File: src/rtl/sp_ram_stream_rd_pkg.sv
// ----------------------------------------------------------------------------
// sp_ram_stream_rd_pkg
// Shared types and constants for the single-port RAM stream reader.
//   state_t        : control FSM states (IDLE / READ / DRAIN)
//   FIFO_DEPTH     : number of output buffer entries
//   FIFO_CNT_W     : width of the buffer occupancy counter
//   entry_width()  : bit width of one buffer entry {last, data} for a data width
// ----------------------------------------------------------------------------
package sp_ram_stream_rd_pkg;

  typedef enum logic [1:0] {
    ST_IDLE  = 2'd0,
    ST_READ  = 2'd1,
    ST_DRAIN = 2'd2
  } state_t;

  localparam int FIFO_DEPTH = 2;
  localparam int FIFO_CNT_W = $clog2(FIFO_DEPTH + 1);

  // A buffer entry is packed as {last, data[w-1:0]}; the last flag is the MSB.
  function automatic int entry_width(input int data_width);
    return data_width + 1;
  endfunction

endpackage

File: src/rtl/sp_ram_stream_rd_fifo2.sv
// ----------------------------------------------------------------------------
// sp_ram_stream_rd_fifo2
// Small shift-style output buffer holding {last, data} entries. Slot 0 is
// the head and is a register, so the head outputs come straight from flops.
// Ports:
//   i_clk, i_rst       clock, synchronous active-high reset
//   i_flush            discard all entries (same priority as reset)
//   i_push             write i_push_data/i_push_last (ignored if no room)
//   i_pop              remove the head entry (ignored when empty)
//   o_full, o_empty    occupancy flags
//   o_head_data/last   registered head entry
// ----------------------------------------------------------------------------
module sp_ram_stream_rd_fifo2
  import sp_ram_stream_rd_pkg::*;
#(
  parameter int WIDTH = 8
) (
  input  logic             i_clk,
  input  logic             i_rst,
  input  logic             i_flush,
  input  logic             i_push,
  input  logic [WIDTH-1:0] i_push_data,
  input  logic             i_push_last,
  input  logic             i_pop,
  output logic             o_full,
  output logic             o_empty,
  output logic [WIDTH-1:0] o_head_data,
  output logic             o_head_last
);

  typedef logic [entry_width(WIDTH)-1:0] entry_t;

  entry_t                r_slot [FIFO_DEPTH];
  logic [FIFO_CNT_W-1:0] r_count;
  logic [FIFO_CNT_W-1:0] w_count_next;
  logic [FIFO_CNT_W-1:0] w_wr_pos;
  logic                  w_pop;
  logic                  w_push;
  entry_t                w_new_entry;

  assign w_pop       = i_pop && (r_count != '0);
  // A push into a full buffer is legal only when the head leaves in the same cycle.
  assign w_push      = i_push && ((r_count < FIFO_CNT_W'(FIFO_DEPTH)) || w_pop);
  assign w_new_entry = {i_push_last, i_push_data};
  // Slot the new entry lands in, after any pop shift has been applied.
  assign w_wr_pos    = r_count - FIFO_CNT_W'(w_pop);

  always_comb begin
    w_count_next = r_count;
    if (w_push && !w_pop) begin
      w_count_next = r_count + FIFO_CNT_W'(1);
    end else if (w_pop && !w_push) begin
      w_count_next = r_count - FIFO_CNT_W'(1);
    end
  end

  always_ff @(posedge i_clk) begin
    if (i_rst || i_flush) begin
      r_count <= '0;
    end else begin
      r_count <= w_count_next;
    end
  end

  generate
    for (genvar gi = 0; gi < FIFO_DEPTH; gi++) begin : g_slot
      entry_t w_slot_next;

      always_comb begin
        w_slot_next = r_slot[gi];
        if (w_push && (w_wr_pos == FIFO_CNT_W'(gi))) begin
          w_slot_next = w_new_entry;
        end else if (w_pop) begin
          if (gi + 1 < FIFO_DEPTH) begin
            w_slot_next = r_slot[(gi + 1) % FIFO_DEPTH];
          end
        end
      end

      always_ff @(posedge i_clk) begin
        if (i_rst || i_flush) begin
          r_slot[gi] <= '0;
        end else begin
          r_slot[gi] <= w_slot_next;
        end
      end
    end
  endgenerate

  assign o_full      = (r_count == FIFO_CNT_W'(FIFO_DEPTH));
  assign o_empty     = (r_count == '0);
  assign o_head_data = r_slot[0][WIDTH-1:0];
  assign o_head_last = r_slot[0][WIDTH];

endmodule

File: src/rtl/sp_ram_stream_rd.sv
// ----------------------------------------------------------------------------
// sp_ram_stream_rd
// Read-side initiator for a single-port RAM with a combinational read port.
// Takes {address, length} commands on a valid/ready handshake, walks the RAM
// address bus (wrapping at DEPTH-1), and streams the words out with a LAST
// marker through a 2-entry registered buffer. One word per cycle when the
// sink is always ready. Never drives RAM write enables.
// Ports:
//   CLK, RST                     clock, synchronous active-high reset
//   CMD_VALID/READY/ADDR/LEN     command handshake
//   MEM_ADDR, MEM_Q              RAM address out, combinational read data in
//   M_VALID/READY/DATA/LAST      output stream
//   BUSY                         command in progress
//   DONE                         one-cycle completion pulse
//   ABORT, ABORTED               only when SP_RAM_STREAM_RD_ABORT_EN is defined:
//                                ABORT cancels an active command; ABORTED
//                                qualifies DONE for a cancelled command.
// ----------------------------------------------------------------------------
module sp_ram_stream_rd
  import sp_ram_stream_rd_pkg::*;
#(
  parameter  int WIDTH      = 8,
  parameter  int DEPTH      = 8,
  localparam int ADDR_WIDTH = $clog2(DEPTH),
  localparam int LEN_WIDTH  = ADDR_WIDTH + 1
) (
  input  logic                  CLK,
  input  logic                  RST,
  input  logic                  CMD_VALID,
  output logic                  CMD_READY,
  input  logic [ADDR_WIDTH-1:0] CMD_ADDR,
  input  logic [LEN_WIDTH-1:0]  CMD_LEN,
  output logic [ADDR_WIDTH-1:0] MEM_ADDR,
  input  logic [WIDTH-1:0]      MEM_Q,
  output logic                  M_VALID,
  input  logic                  M_READY,
  output logic [WIDTH-1:0]      M_DATA,
  output logic                  M_LAST,
  output logic                  BUSY,
  output logic                  DONE
`ifdef SP_RAM_STREAM_RD_ABORT_EN
  ,
  input  logic                  ABORT,
  output logic                  ABORTED
`endif
);

  state_t                r_state;
  state_t                w_state_next;
  logic [ADDR_WIDTH-1:0] r_addr;
  logic [ADDR_WIDTH-1:0] w_addr_next;
  logic [ADDR_WIDTH-1:0] w_addr_inc;
  logic [LEN_WIDTH-1:0]  r_rem;
  logic [LEN_WIDTH-1:0]  w_rem_next;
  logic                  r_done;
  logic                  w_done_next;
  logic                  w_accept;
  logic                  w_pop;
  logic                  w_issue;
  logic                  w_flush;
  logic                  w_fifo_full;
  logic                  w_fifo_empty;
`ifdef SP_RAM_STREAM_RD_ABORT_EN
  logic                  r_aborted;
  logic                  w_aborted_next;
`endif

  assign CMD_READY = (r_state == ST_IDLE) && !RST;
  assign w_accept  = CMD_VALID && CMD_READY;
  assign w_pop     = M_VALID && M_READY;

  // Non-power-of-two depths wrap explicitly rather than by overflow.
  assign w_addr_inc = (r_addr == ADDR_WIDTH'(DEPTH - 1)) ? '0 : r_addr + ADDR_WIDTH'(1);

  always_comb begin
    w_state_next = r_state;
    w_addr_next  = r_addr;
    w_rem_next   = r_rem;
    w_done_next  = 1'b0;
    w_issue      = 1'b0;
    w_flush      = 1'b0;
`ifdef SP_RAM_STREAM_RD_ABORT_EN
    w_aborted_next = 1'b0;
`endif
    case (r_state)
      ST_IDLE: begin
        if (w_accept) begin
          w_addr_next = CMD_ADDR;
          w_rem_next  = CMD_LEN;
          if (CMD_LEN == '0) begin
            w_done_next = 1'b1;
          end else begin
            w_state_next = ST_READ;
          end
        end
      end
      ST_READ: begin
        // Issue whenever the buffer will have room at the clock edge,
        // including the full-with-pop case so the stream never bubbles.
        if (!w_fifo_full || w_pop) begin
          w_issue     = 1'b1;
          w_addr_next = w_addr_inc;
          w_rem_next  = r_rem - LEN_WIDTH'(1);
          if (r_rem == LEN_WIDTH'(1)) begin
            w_state_next = ST_DRAIN;
          end
        end
      end
      ST_DRAIN: begin
        if (w_pop && M_LAST) begin
          w_state_next = ST_IDLE;
          w_done_next  = 1'b1;
        end
      end
      default: begin
        w_state_next = ST_IDLE;
      end
    endcase
`ifdef SP_RAM_STREAM_RD_ABORT_EN
    if (ABORT && (r_state != ST_IDLE)) begin
      w_state_next   = ST_IDLE;
      w_addr_next    = r_addr;
      w_rem_next     = r_rem;
      w_issue        = 1'b0;
      w_flush        = 1'b1;
      w_done_next    = 1'b1;
      w_aborted_next = 1'b1;
    end
`endif
  end

  always_ff @(posedge CLK) begin
    if (RST) begin
      r_state <= ST_IDLE;
      r_addr  <= '0;
      r_rem   <= '0;
      r_done  <= 1'b0;
    end else begin
      r_state <= w_state_next;
      r_addr  <= w_addr_next;
      r_rem   <= w_rem_next;
      r_done  <= w_done_next;
    end
  end

`ifdef SP_RAM_STREAM_RD_ABORT_EN
  always_ff @(posedge CLK) begin
    if (RST) begin
      r_aborted <= 1'b0;
    end else begin
      r_aborted <= w_aborted_next;
    end
  end
  assign ABORTED = r_aborted;
`endif

  sp_ram_stream_rd_fifo2 #(
    .WIDTH (WIDTH)
  ) u_fifo (
    .i_clk       (CLK),
    .i_rst       (RST),
    .i_flush     (w_flush),
    .i_push      (w_issue),
    .i_push_data (MEM_Q),
    .i_push_last (r_rem == LEN_WIDTH'(1)),
    .i_pop       (w_pop),
    .o_full      (w_fifo_full),
    .o_empty     (w_fifo_empty),
    .o_head_data (M_DATA),
    .o_head_last (M_LAST)
  );

  assign MEM_ADDR = r_addr;
  assign M_VALID  = !w_fifo_empty;
  assign BUSY     = (r_state != ST_IDLE);
  assign DONE     = r_done;

endmodule

File: config.mk
export PLATFORM = sky130hd
export DESIGN_NAME = sp_ram_stream_rd
export DESIGN_NICKNAME = d
export VERILOG_FILES = /design/src/rtl/sp_ram_stream_rd_pkg.sv /design/src/rtl/sp_ram_stream_rd_fifo2.sv /design/src/rtl/sp_ram_stream_rd.sv
export SDC_FILE = /design/constraint.sdc
export NUM_CORES = 1
export LEC_CHECK = 0
export ABC_AREA = 1
export CORE_MARGIN = 2
export CORE_UTILIZATION = 48
export CTS_BUF_LIST = sky130_fd_sc_hd__clkbuf_2 sky130_fd_sc_hd__clkbuf_4 sky130_fd_sc_hd__clkbuf_8
export CTS_CLUSTER_DIAMETER = 80
export DETAILED_ROUTE_END_ITERATION = 8
export GPL_ROUTABILITY_DRIVEN = 1
export PLACE_DENSITY_LB_ADDON = 0.12
export SLEW_MARGIN = 20
export SYNTH_ARGS = -nofsm -noshare
export SYNTH_HDL_FRONTEND = slang
export SYNTH_HIERARCHICAL = 1
export SYNTH_SLANG_ARGS = --single-unit
File: constraint.sdc
create_clock -name CLK -period 2.1 [get_ports CLK]
set_input_delay 0.315 -clock CLK [delete_from_list [all_inputs] [get_ports CLK]]
set_output_delay 0.315 -clock CLK [all_outputs]
set_load 0.01 [all_outputs]
* After elaboration in Yosys (flattened, before gate mapping) *
Memories as Yosys holds them, arrays and structs flattened.
Index checks and enable logic that the tools add are counted.

operators by class
  bitwise logic cells = 2
  $lt $le $gt $ge = 1
  $add $sub $neg = 5
  eq/ne operators = 11
  reduce and logical (&&, ||, !) cells = 27
  muxes and demuxes = 29

operators by type and width
  operator                                             number
  2-to-1 mux 9 bit                                     5
  2-to-1 mux 2 bit                                     7
  logical AND 1 bit                                    10
  2-to-1 mux 3 bit                                     3
  2-to-1 mux 1 bit                                     8
  2-to-1 mux 4 bit                                     2
  != test 2 bit, second input constant                 4
  one-hot mux 4 bit (2 select lines)                   1
  nonzero test 2 bit                                   4
  logical NOT 2 bit                                    3
  one-hot mux 2 bit (3 select lines)                   1
  one-hot mux 3 bit (2 select lines)                   1
  logical NOT 1 bit                                    5
  AND reduction 5 bit                                  1
  equality test 2 x 1 -> 1 bit, second input constant  2
  equality test 2 bit, second input constant           2
  equality test 4 x 1 -> 1 bit, second input constant  1
  logical NOT 4 bit                                    1
  subtractor 4 x 1 -> 4 bit, second input constant     1
  adder 3 x 1 -> 3 bit, second input constant          1
  equality test 3 bit, second input constant           1
  AND reduction 3 bit                                  1
  adder 2 x 1 -> 2 bit, second input constant          1
  logical OR 1 bit                                     2
  6 further kinds                                      7

word-level totals
  bits in registers = 12
  bits in writable memories = 18
  logic and storage cells = 81
  input port bits = 19
  memories kept = 1

memories
  memory         words  bits a word  read ports  clocked after memory_dff  write ports  line                          RTL
  u_fifo.r_slot  2      9            2           0                         2            sp_ram_stream_rd_fifo2.sv:33  entry_t r_slot [FIFO_DEPTH];

* Longest topological paths before layout *
Gate-level depths: netlist of the first run.

  word-level depth = 11
  depth in mapped cells = 20
  depth with buffers taken out = 17

* Cells and area by module *
The synthesis of the first run kept the hierarchy.

modules (own cells, without submodules)
  module                  area an instance (um^2)  times used  cells an instance  seq. area each (um^2)
  sp_ram_stream_rd_fifo2  1038.5                   1           148                400.4
  sp_ram_stream_rd        699.4                    1           110                200.2

* Worst setup path after synthesis of the first run *
OpenSTA, ideal clock, no wires.

  path kind = flip-flop to flip-flop
  start = register u_fifo.r_count[0]
  end = memory u_fifo/r_slot[0][0] (netlist bit)
  stages on the path, launching flop included = 21
  clock period less this slack = 2.255 ns
  path slack = -0.155 ns
  arrival time = 2.135 ns
  buffers on the path = 4
  setup time = 0.121 ns
  path through = dfxtp_1 inv_2 nand2_1 buf_4 inv_1 inv_1 nand2_1 inv_1 buf_2 nand2_1 buf_2 inv_1 ha_1 inv_1 nand2_1 nand2_2 buf_6 nor2_8 nand2_1 nand2_1 a21oi_1

RTL lines
  what                    line                          RTL
  from (decl)             sp_ram_stream_rd_fifo2.sv:34  logic [FIFO_CNT_W-1:0] r_count;
  from (signal assigned)  sp_ram_stream_rd_fifo2.sv:61  r_count <= w_count_next;
  to (decl)               sp_ram_stream_rd_fifo2.sv:33

* Worst setup path after layout of the first run *
  start = register r_state[1]
  end = output port CMD_READY

between the ends
  cells in the longest elaborated chain, start to end = 2

RTL lines
  what                    line                     RTL
  from (decl)             sp_ram_stream_rd.sv:48   state_t r_state;
  from (signal assigned)  sp_ram_stream_rd.sv:139  r_state <= w_state_next;
  logical NOT 2 bit       sp_ram_stream_rd.sv:68   assign CMD_READY = (r_state == ST_IDLE) && !RST;
  logical AND 1 bit       sp_ram_stream_rd.sv:68
  to (decl)               sp_ram_stream_rd.sv:30   output logic CMD_READY,

No other way between the ends.

==> summary.txt, run 1 <==
Place
  – Post-DP Area: 0.00221 mm2
  – HPWL Detailed: 2800 um
  – Placed cells: 345
  – IO Port Bufs: 34
  – Post-Place Worst Slack: -0.0421 ns
  – Placer Congestion: just over 0.8

GRT
  – Antenna violations before repair: 0
  – Total track usage: 20.4%
  – Number of global-route vias before repair: 1511
  – First-pass GRT wire length: 6580 um
  – Total grt overflow: 0
  – Pin count of the biggest net entering global routing: 12

Yosys
  – Seq/Total Area, Yosys: 34.6%
  – Mapped Nets: 283
  – Post-synth top area share: 34.6%
  – Ranking of synthesized cells by area: dfxtp_1, nand2_1, nor2_1, nand3_1, inv_1
  – Post-synthesis cell count: 258
  – Post-Syn Area per Cell: 6.74 um2
  – Post-synthesis register bit count: 30
  – Library cells used by synthesis: 27
  – Yosys warns: 6
  – Mapped cell area: between 0.0015 and 0.002 mm2
  – Largest area contributor in the netlist: dfxtp_1

Cells and area
  – Nets: approximately 330
  – Fill count: 347
  – Layout cells sized above 1: 15.0%
  – Synth-to-layout area growth: 31.0%
  – Final std cells w/o fill: 353
  – Design Area, Final: 0.00228 mm2
  – ANT cells: 0

Power and ir drop
  – Sw Pwr: 1100 uW
  – Sw Share: 43.0%
  – Power Dens Cells: 1120 mW/mm2
  – Clock Power Share: 14.4%
  – Register share of total power: 30.8%
  – Leakage: 0.000992 uW
  – Combinational group share of total power: a little over half
  – Internal power: 1450 uW
  – VDD IR max: ~0.53 mV

Drt
  – DRC: 0
  – Routed Antenna Nets: 0
  – Vias: 1752
  – DR WL/cell: 10.7 um
  – Drt total wl: 3760 um
  – Initial DRC Count: 46
  – Vias per cell: 4.96
  – DR pass1 iterations: 4

Critical path
  – CP arrival: 1.61 ns
  – R2R cell count: 16
  – Worst EP required: 1.78 ns
  – Worst setup EP type: output port
  – Worst setup startpoint: r_state[1]
  – FF-to-FF End: u_fifo/r_slot[0][2]
  – Flop-to-flop setup slack: around 0.20 ns
  – Critical Path Sink: CMD_READY
  – Worst R2R Start: u_fifo/r_count[1]
  – WS Path Type: register to output port
  – CP Launch Type: register
  – Critical path peak fanout: 5

Clock tree
  – CTS tree: yes
  – CTS resizes: 0
  – TritonCTS buffer count: 5
  – H-Tree Level Count: 2
  – Clk sinks: 30
  – Worst skew pair latency: 0.33 ns
  – Clock buffer depth: 2
  – CTS clock-pin slew for the worst setup and hold paths: 0.09 ns
  – Postcts setup bufs: 0
  – Clk root buf: clkbuf_4
  – Hold Buf Count CTS: 0

Run
  – Max-cap violations: 0

Die
  – CORE AREA: 0.00342 mm2
  – Starting Density: 50.9%
  – Core Rows: 21
  – Die height: 64.2 um
  – Full die area: roughly 0.004 mm2
  – I/O Pins: 35
  – Die span in x: 64.2 um

STA
  – Worst hold margin: 0.486 ns
  – Final Hold Fails: 0
  – Clk_skew: about 0.007 ns
  – Fin. max-slew vios: 0
  – Setup slack after layout: 0.179 ns
  – RSZ-0062 raised after global routing: no
  – Fmax achieved: roughly 0.52 GHz
  – Final-report setup violation count: 0
  – Tmin final: just under 2 ns
  – Fin crit share: 91.5%

Outcome
  – Status: completed

Min path
  – Worst Hold Class: register to register
==> placed cells by master (no fill, tap or decap) <==
cell type         n
nand2_4           3
nand4_1           2
o21ai_0          17
nor2_4            2
conb_1            1
dfxtp_2           1
ha_1              5
o21ai_1          10
clkinv_2          1
o31ai_1           1
nand2_1          50
ha_4              1
clkbuf_4          6
clkbuf_8          1
inv_2             7
dfxtp_1          29
inv_4             2
a21oi_1          13
nand3_4           3
o21ai_2           1
nor3_1            1
nand3_1          26
clkdlybuf4s50_1  34
nor2_1           44
inv_1            25
buf_4            13
clkinv_1          1
nor2_8            1
nand2_2           4
xor2_1            2
==> stage by stage <==
stage	power, uW	utilization (%)	TNS [ns]
final	2550	66.7	0
after global routing	2790	66.7	0
after CTS	2560	66.4	0
after detailed placement	2190	64.6	-0.296
after global placement	2180	64.6	0
after floorplan	1770	-	0
==> sequential cells by signal, indices dropped and copies added, names as in the netlist <==
signal,count
DONE,1
MEM_ADDR,3
r_rem,4
r_state,2
u_fifo/r_count,2
u_fifo/r_slot,18
==> power by group through the flow <==
stage	Sequential, uW	Clock [uW]	Combinational [uW]
final	786	368	1400
after global routing	802	414	1580
after CTS	785	381	1400
after detailed placement	798	0	1390
after global placement	795	0	1380
after floorplan	806	0	963
==> worst max-delay path, stage by stage, from the launching register on <==
cell and delay, ns:
dfxtp_1 0.39, nor2_4 0.20, inv_1 0.07, nor2_1 0.08
clkdlybuf4s50_1 0.53
==> layer usage <==
| metal | wire length, um | vias up | global-route usage (%) |
|---|---|---|---|
| li1 | - | 921 | - |
| met1 | 1850 | 778 | 28.3 |
| met2 | 1640 | 47 | 29.7 |
| met3 | 224 | 6 | 5.99 |
| met4 | 57 | 0 | 7.98 |
| met5 | 0 | - | 0 |
==> worst min path at each step <==
| stage | from | to | slack (ns) | cells after the start |
|---|---|---|---|---|
| detailed placement | u_fifo/r_slot[1][0] | u_fifo/r_slot[1][0] | 0.48 | 2 |
| floorplan | RST | r_rem[2] | 0.38 | 1 |
| CTS | u_fifo/r_slot[0][3] | u_fifo/r_slot[0][3] | 0.49 | 2 |
| global route | u_fifo/r_slot[0][4] | u_fifo/r_slot[0][4] | 0.51 | 2 |
| global placement | u_fifo/r_slot[1][5] | u_fifo/r_slot[1][5] | 0.46 | 2 |
| finish | u_fifo/r_slot[0][3] | u_fifo/r_slot[0][3] | 0.49 | 2 |
==> final cells by class <==
class | count | area (um2) | share of cell area (%)
Clock buffer | 7 | 58.8 | 2.58
Clock inverter | 1 | 5.00 | 0.220
Inverter | 35 | 136 | 5.99
Multi-Input combinational cell | 187 | 980 | 43.0
Sequential cell | 30 | 602 | 26.4
Tap cell | 46 | 57.6 | 2.53
Timing Repair Buffer | 47 | 438 | 19.2
==> kinds of logic after synthesis <==
logic type / Yosys count / synth area share [%]
other: 1 / 0.216
XOR/XNOR: 2 / 1.01
AND/OR/NAND/NOR: 136 / 37.2
adder cells (fa/ha/maj): 6 / 4.32
flip-flops: 30 / 34.6
AO/OA/AOI/OAI: 42 / 12.5
buffers and inverters: 41 / 10.2
==> synthesized netlist by cell type <==
master	instances
a21oi_1	13
buf_2	2
buf_4	1
buf_6	2
clkbuf_1	1
clkinv_1	1
conb_1	1
dfxtp_1	30
ha_1	6
inv_1	26
inv_2	7
inv_4	1
nand2_1	51
nand2_2	4
nand2_4	2
nand3_1	26
nand3_4	3
nand4_1	2
nor2_1	44
nor2_4	2
nor2_8	1
nor3_1	1
o21ai_0	19
o21ai_1	8
o21ai_2	1
o31ai_1	1
xor2_1	2
No activity file was read; power rests on OpenSTA's default activity.
==> inputs of run 2 (changes only) <==
CORE_UTILIZATION = 47   (was 48)
MAX_ROUTING_LAYER = met4   (was unset)
SYNTH_HIERARCHICAL = unset   (was 1)
==> summary.txt, run 2 <==
Outcome
  – Status: completed

Cells and area
  – Most frequent cells in the layout: nor2_1, nand2_1, clkdlybuf4s50_1
  – ANT cells: 0 (unchanged)
  – Synth-to-layout area growth: 31.6%
  – Reg with most FFs: u_fifo.r_slot
  – Layout Utilization: 66.3% (-0.34 points)
  – Max reg flops: 18 (unchanged)
  – Commonest non-fill, non-tap cell in the layout: nor2_1
  – Layout cells sized above 1: 12.2% (-2.8 points)
  – Nets: 297 (-10%)
  – Final std cells w/o fill: 315 (-11%)
  – Design Area, Final: 0.00206 mm2 (-9.6%)
  – Fill count: 311 (-10%)

GRT
  – Total track usage: 22.2% (+1.7 points)
  – First-pass GRT wire length: 5870 um (-11%)
  – Pin count of the biggest net entering global routing: 18 (+6)
  – Antenna violations before repair: 0 (unchanged)
  – Number of global-route vias before repair: 1383 (-8.5%)
  – Total grt overflow: 0 (unchanged)

Place
  – Post-DP Area: 0.00200 mm2 (-9.2%)
  – Placed cells: 309 (-10%)
  – Placer Congestion: 0.838 (+4.1%)
  – HPWL Detailed: 2580 um (-7.8%)
  – IO Port Bufs: 34 (unchanged)

Yosys
  – Post-synth top area share: 38.4% (+3.8 points)
  – Mapped cell area: 0.00156 mm2 (-10%)
  – Number of synthesized flops with an enable pin: 0 (unchanged)
  – Post-Syn Area per Cell: 6.89 um2 (+2.3%)
  – Largest area contributor in the netlist: dfxtp_1
  – Yosys warns: 0 (-6)
  – Synth async-reset ratio: 0% (unchanged)
  – Seq/Total Area, Yosys: 38.4% (+3.8 points)
  – Library cells used by synthesis: 25 (-7.4%)
  – Top_reg_cell synth: dfxtp_1
  – Post-synthesis cell count: 227 (-12%)
  – Post-synthesis register bit count: 30 (unchanged)
  – Top-count cell post-synth: nor2_1
  – Mapped Nets: 252 (-11%)
  – Post-synth top cells: nor2_1, nand2_1, dfxtp_1, o21ai_0, inv_1
  – Ranking of synthesized cells by area: dfxtp_1, nor2_1, nand2_1, o21ai_0, ha_1

STA
  – Max-slew headroom: approximately three quarters
  – Worst Tran Pin Value: 0.396 ns
  – Final Hold Fails: 0 (unchanged)
  – Tmin final: 1.81 ns (-0.115 ns)
  – Final-report setup violation count: 0 (unchanged)
  – Clk_skew: 0.00478 ns (-0.00243 ns)
  – Fmax achieved: 0.554 GHz (+6.4%)
  – Fin. max-slew vios: 0 (unchanged)
  – Worst hold margin: 0.508 ns (+0.0215 ns)
  – Final TNS setup: 0 ns (unchanged)
  – RSZ-0062 raised after global routing: no
  – Fin crit share: 86.0% (-5.5 points)

Clock tree
  – CTS clock-pin slew for the worst setup and hold paths: 0.09 ns (about the same)
  – CTS tree: yes
  – Clk sinks: 30 (unchanged)
  – Clk root buf: clkbuf_4
  – Hold Buf Count CTS: 0 (unchanged)
  – H-Tree Level Count: 2 (unchanged)
  – Clock buffer depth: 2 (unchanged)
  – TritonCTS buffer count: 5 (unchanged)
  – Worst skew pair latency: 0.33 ns (about the same)

Critical path
  – Worst EP required: 1.78 ns (about the same)
  – CP arrival: 1.49 ns (-0.12 ns)
  – CP Launch Type: register
  – Critical path peak fanout: 3 (-2)
  – CP max stage cell: clkdlybuf4s50_1
  – Worst setup EP type: output port
  – Flop-to-flop setup slack: 0.42 ns (+0.22 ns)
  – Worst R2R Start: u_fifo.r_count[1]
  – R2R cell count: 13 (-3)
  – FF-to-FF End: u_fifo.r_slot[1][3]
  – Slowest stage delay, CP: 0.54 ns (about the same)
  – CP Cell Sequence: nor2_2 -> inv_1 -> clkdlybuf4s50_1
  – WS Path Type: register to output port

Min path
  – Worst Hold Class: register to register
  – Hold_sp: MEM_ADDR[2]
  – Hold EP: MEM_ADDR[2]
  – Hold depth: 2 (unchanged)

Power and ir drop
  – Sw Pwr: 1040 uW (-5.3%)
  – Internal power: 1500 uW (+3.6%)
  – Clock Power Share: 13.5% (-0.9 points)
  – Register share of total power: 35.4% (+4.6 points)
  – Sw Share: 40.8% (-2.2 points)
  – Power Dens Cells: 1240 mW/mm2 (+10%)
  – Leakage: 0.000957 uW (-3.5%)
  – Combinational group share of total power: 51.2% (-3.5 points)
  – VDD IR max: 0.561 mV (+6.6%)

Drt
  – DR WL/cell: 11.3 um (+5.9%)
  – Routed Antenna Nets: 0 (unchanged)
  – Drt total wl: 3560 um (-5.5%)
  – Initial DRC Count: 60 (+30%)
  – DRC: 0 (unchanged)
  – Vias per cell: 4.88 (-1.8%)
  – Vias: 1536 (-12%)
  – DR pass1 iterations: 4 (unchanged)

Die
  – Core Rows: 20 (-4.8%)
  – I/O Pins: 35 (unchanged)
  – Full die area: 0.00381 mm2 (-7.6%)
  – Starting Density: 50.4% (-0.48 points)
  – CORE AREA: 0.00310 mm2 (-9.2%)
  – Die span in x: 61.7 um (-3.9%)
  – Die height: 61.7 um (-3.9%)

Run
  – Max-cap violations: 0 (unchanged)
## run 2: cell types whose count changed in the layout (fill, tap and decap cells not counted), sizes merged, moves of 2 or more
cell,previous run,this run
a21oi,13,9
buf,13,8
clkinv,2,0
inv,34,21
nand2,57,51
nand3,29,10
nor2,47,56
o21ai,28,32
## run 2: area by class of cell
class / instances / area (um2) / share of cell area, %
repair buffers: 42 / 415 / 20.2
clock buffers: 6 / 51.3 / 2.49
multi-input cells: 172 / 855 / 41.5
inverters: 21 / 81.3 / 3.95
flip-flops and latches: 30 / 601 / 29.2
well taps: 44 / 55.1 / 2.67
## run 2: through the flow
| stage | setup slack (ns) | power [uW] |
|---|---|---|
| finish | 0.294 | 2540 |
| CTS | 0.0486 | 2570 |
| detailed placement | 0.0716 | 2220 |
| floorplan | 0.281 | 1730 |
| global route | 0.205 | 2780 |
| global placement | 0.121 | 2190 |
## run 2: routing by layer
metal	global-route usage, %	routed length, um	part of all wire [%]	vias to the layer above
met5	-	0	0	-
met4	7.29	72	2.0	0
met3	7.77	203	5.7	8
met2	37.3	1680	47	42
met1	24.4	1600	45	670
li1	-	-	-	816
## run 2: critical path, delay by kind of cell (launching register included)
family	cells	cell delay, ns
buffers and inverters	2	0.64
DFF	1	0.43
and+or+nand+nor	1	0.09
## run 2: worst max-delay path by stage
stage	slack (ns)	to	depth (start not counted)	from
after floorplan	0.28	u_fifo.r_slot[1][0]	10	u_fifo.r_count[0]
after global placement	0.12	u_fifo.r_slot[1][0]	12	M_READY
after detailed placement	0.07	u_fifo.r_slot[1][3]	12	M_READY
after CTS	0.05	CMD_READY	4	r_state[1]
after global routing	0.20	BUSY	3	r_state[1]
final	0.29	BUSY	3	r_state[1]
## run 2: cell families (layout without fill, tap and decap cells)
group,Yosys count,after routing,share of synthesized area (%)
buffers and inverters,25,69,7.12
flip-flops,30,30,38.4
AND/OR/NAND/NOR,122,122,34.8
adder cells (fa/ha/maj),6,6,4.80
XOR/XNOR,2,2,1.12
AO/OA/AOI/OAI,42,42,13.8
## run 2: power by group through the flow
stage                     combinational, uW  clock (uW)  sequential [uW]
after detailed placement               1310           0              908
after global routing                   1470         383              927
after floorplan                         800           0              932
after global placement                 1290           0              904
after CTS                              1320         355              897
final                                  1300         343              899
## run 2: repair_timing
action / CTS / global route
setup endpoints to repair: 0 / 1
setup buffers: 0 / 0
resized for setup: 0 / 2
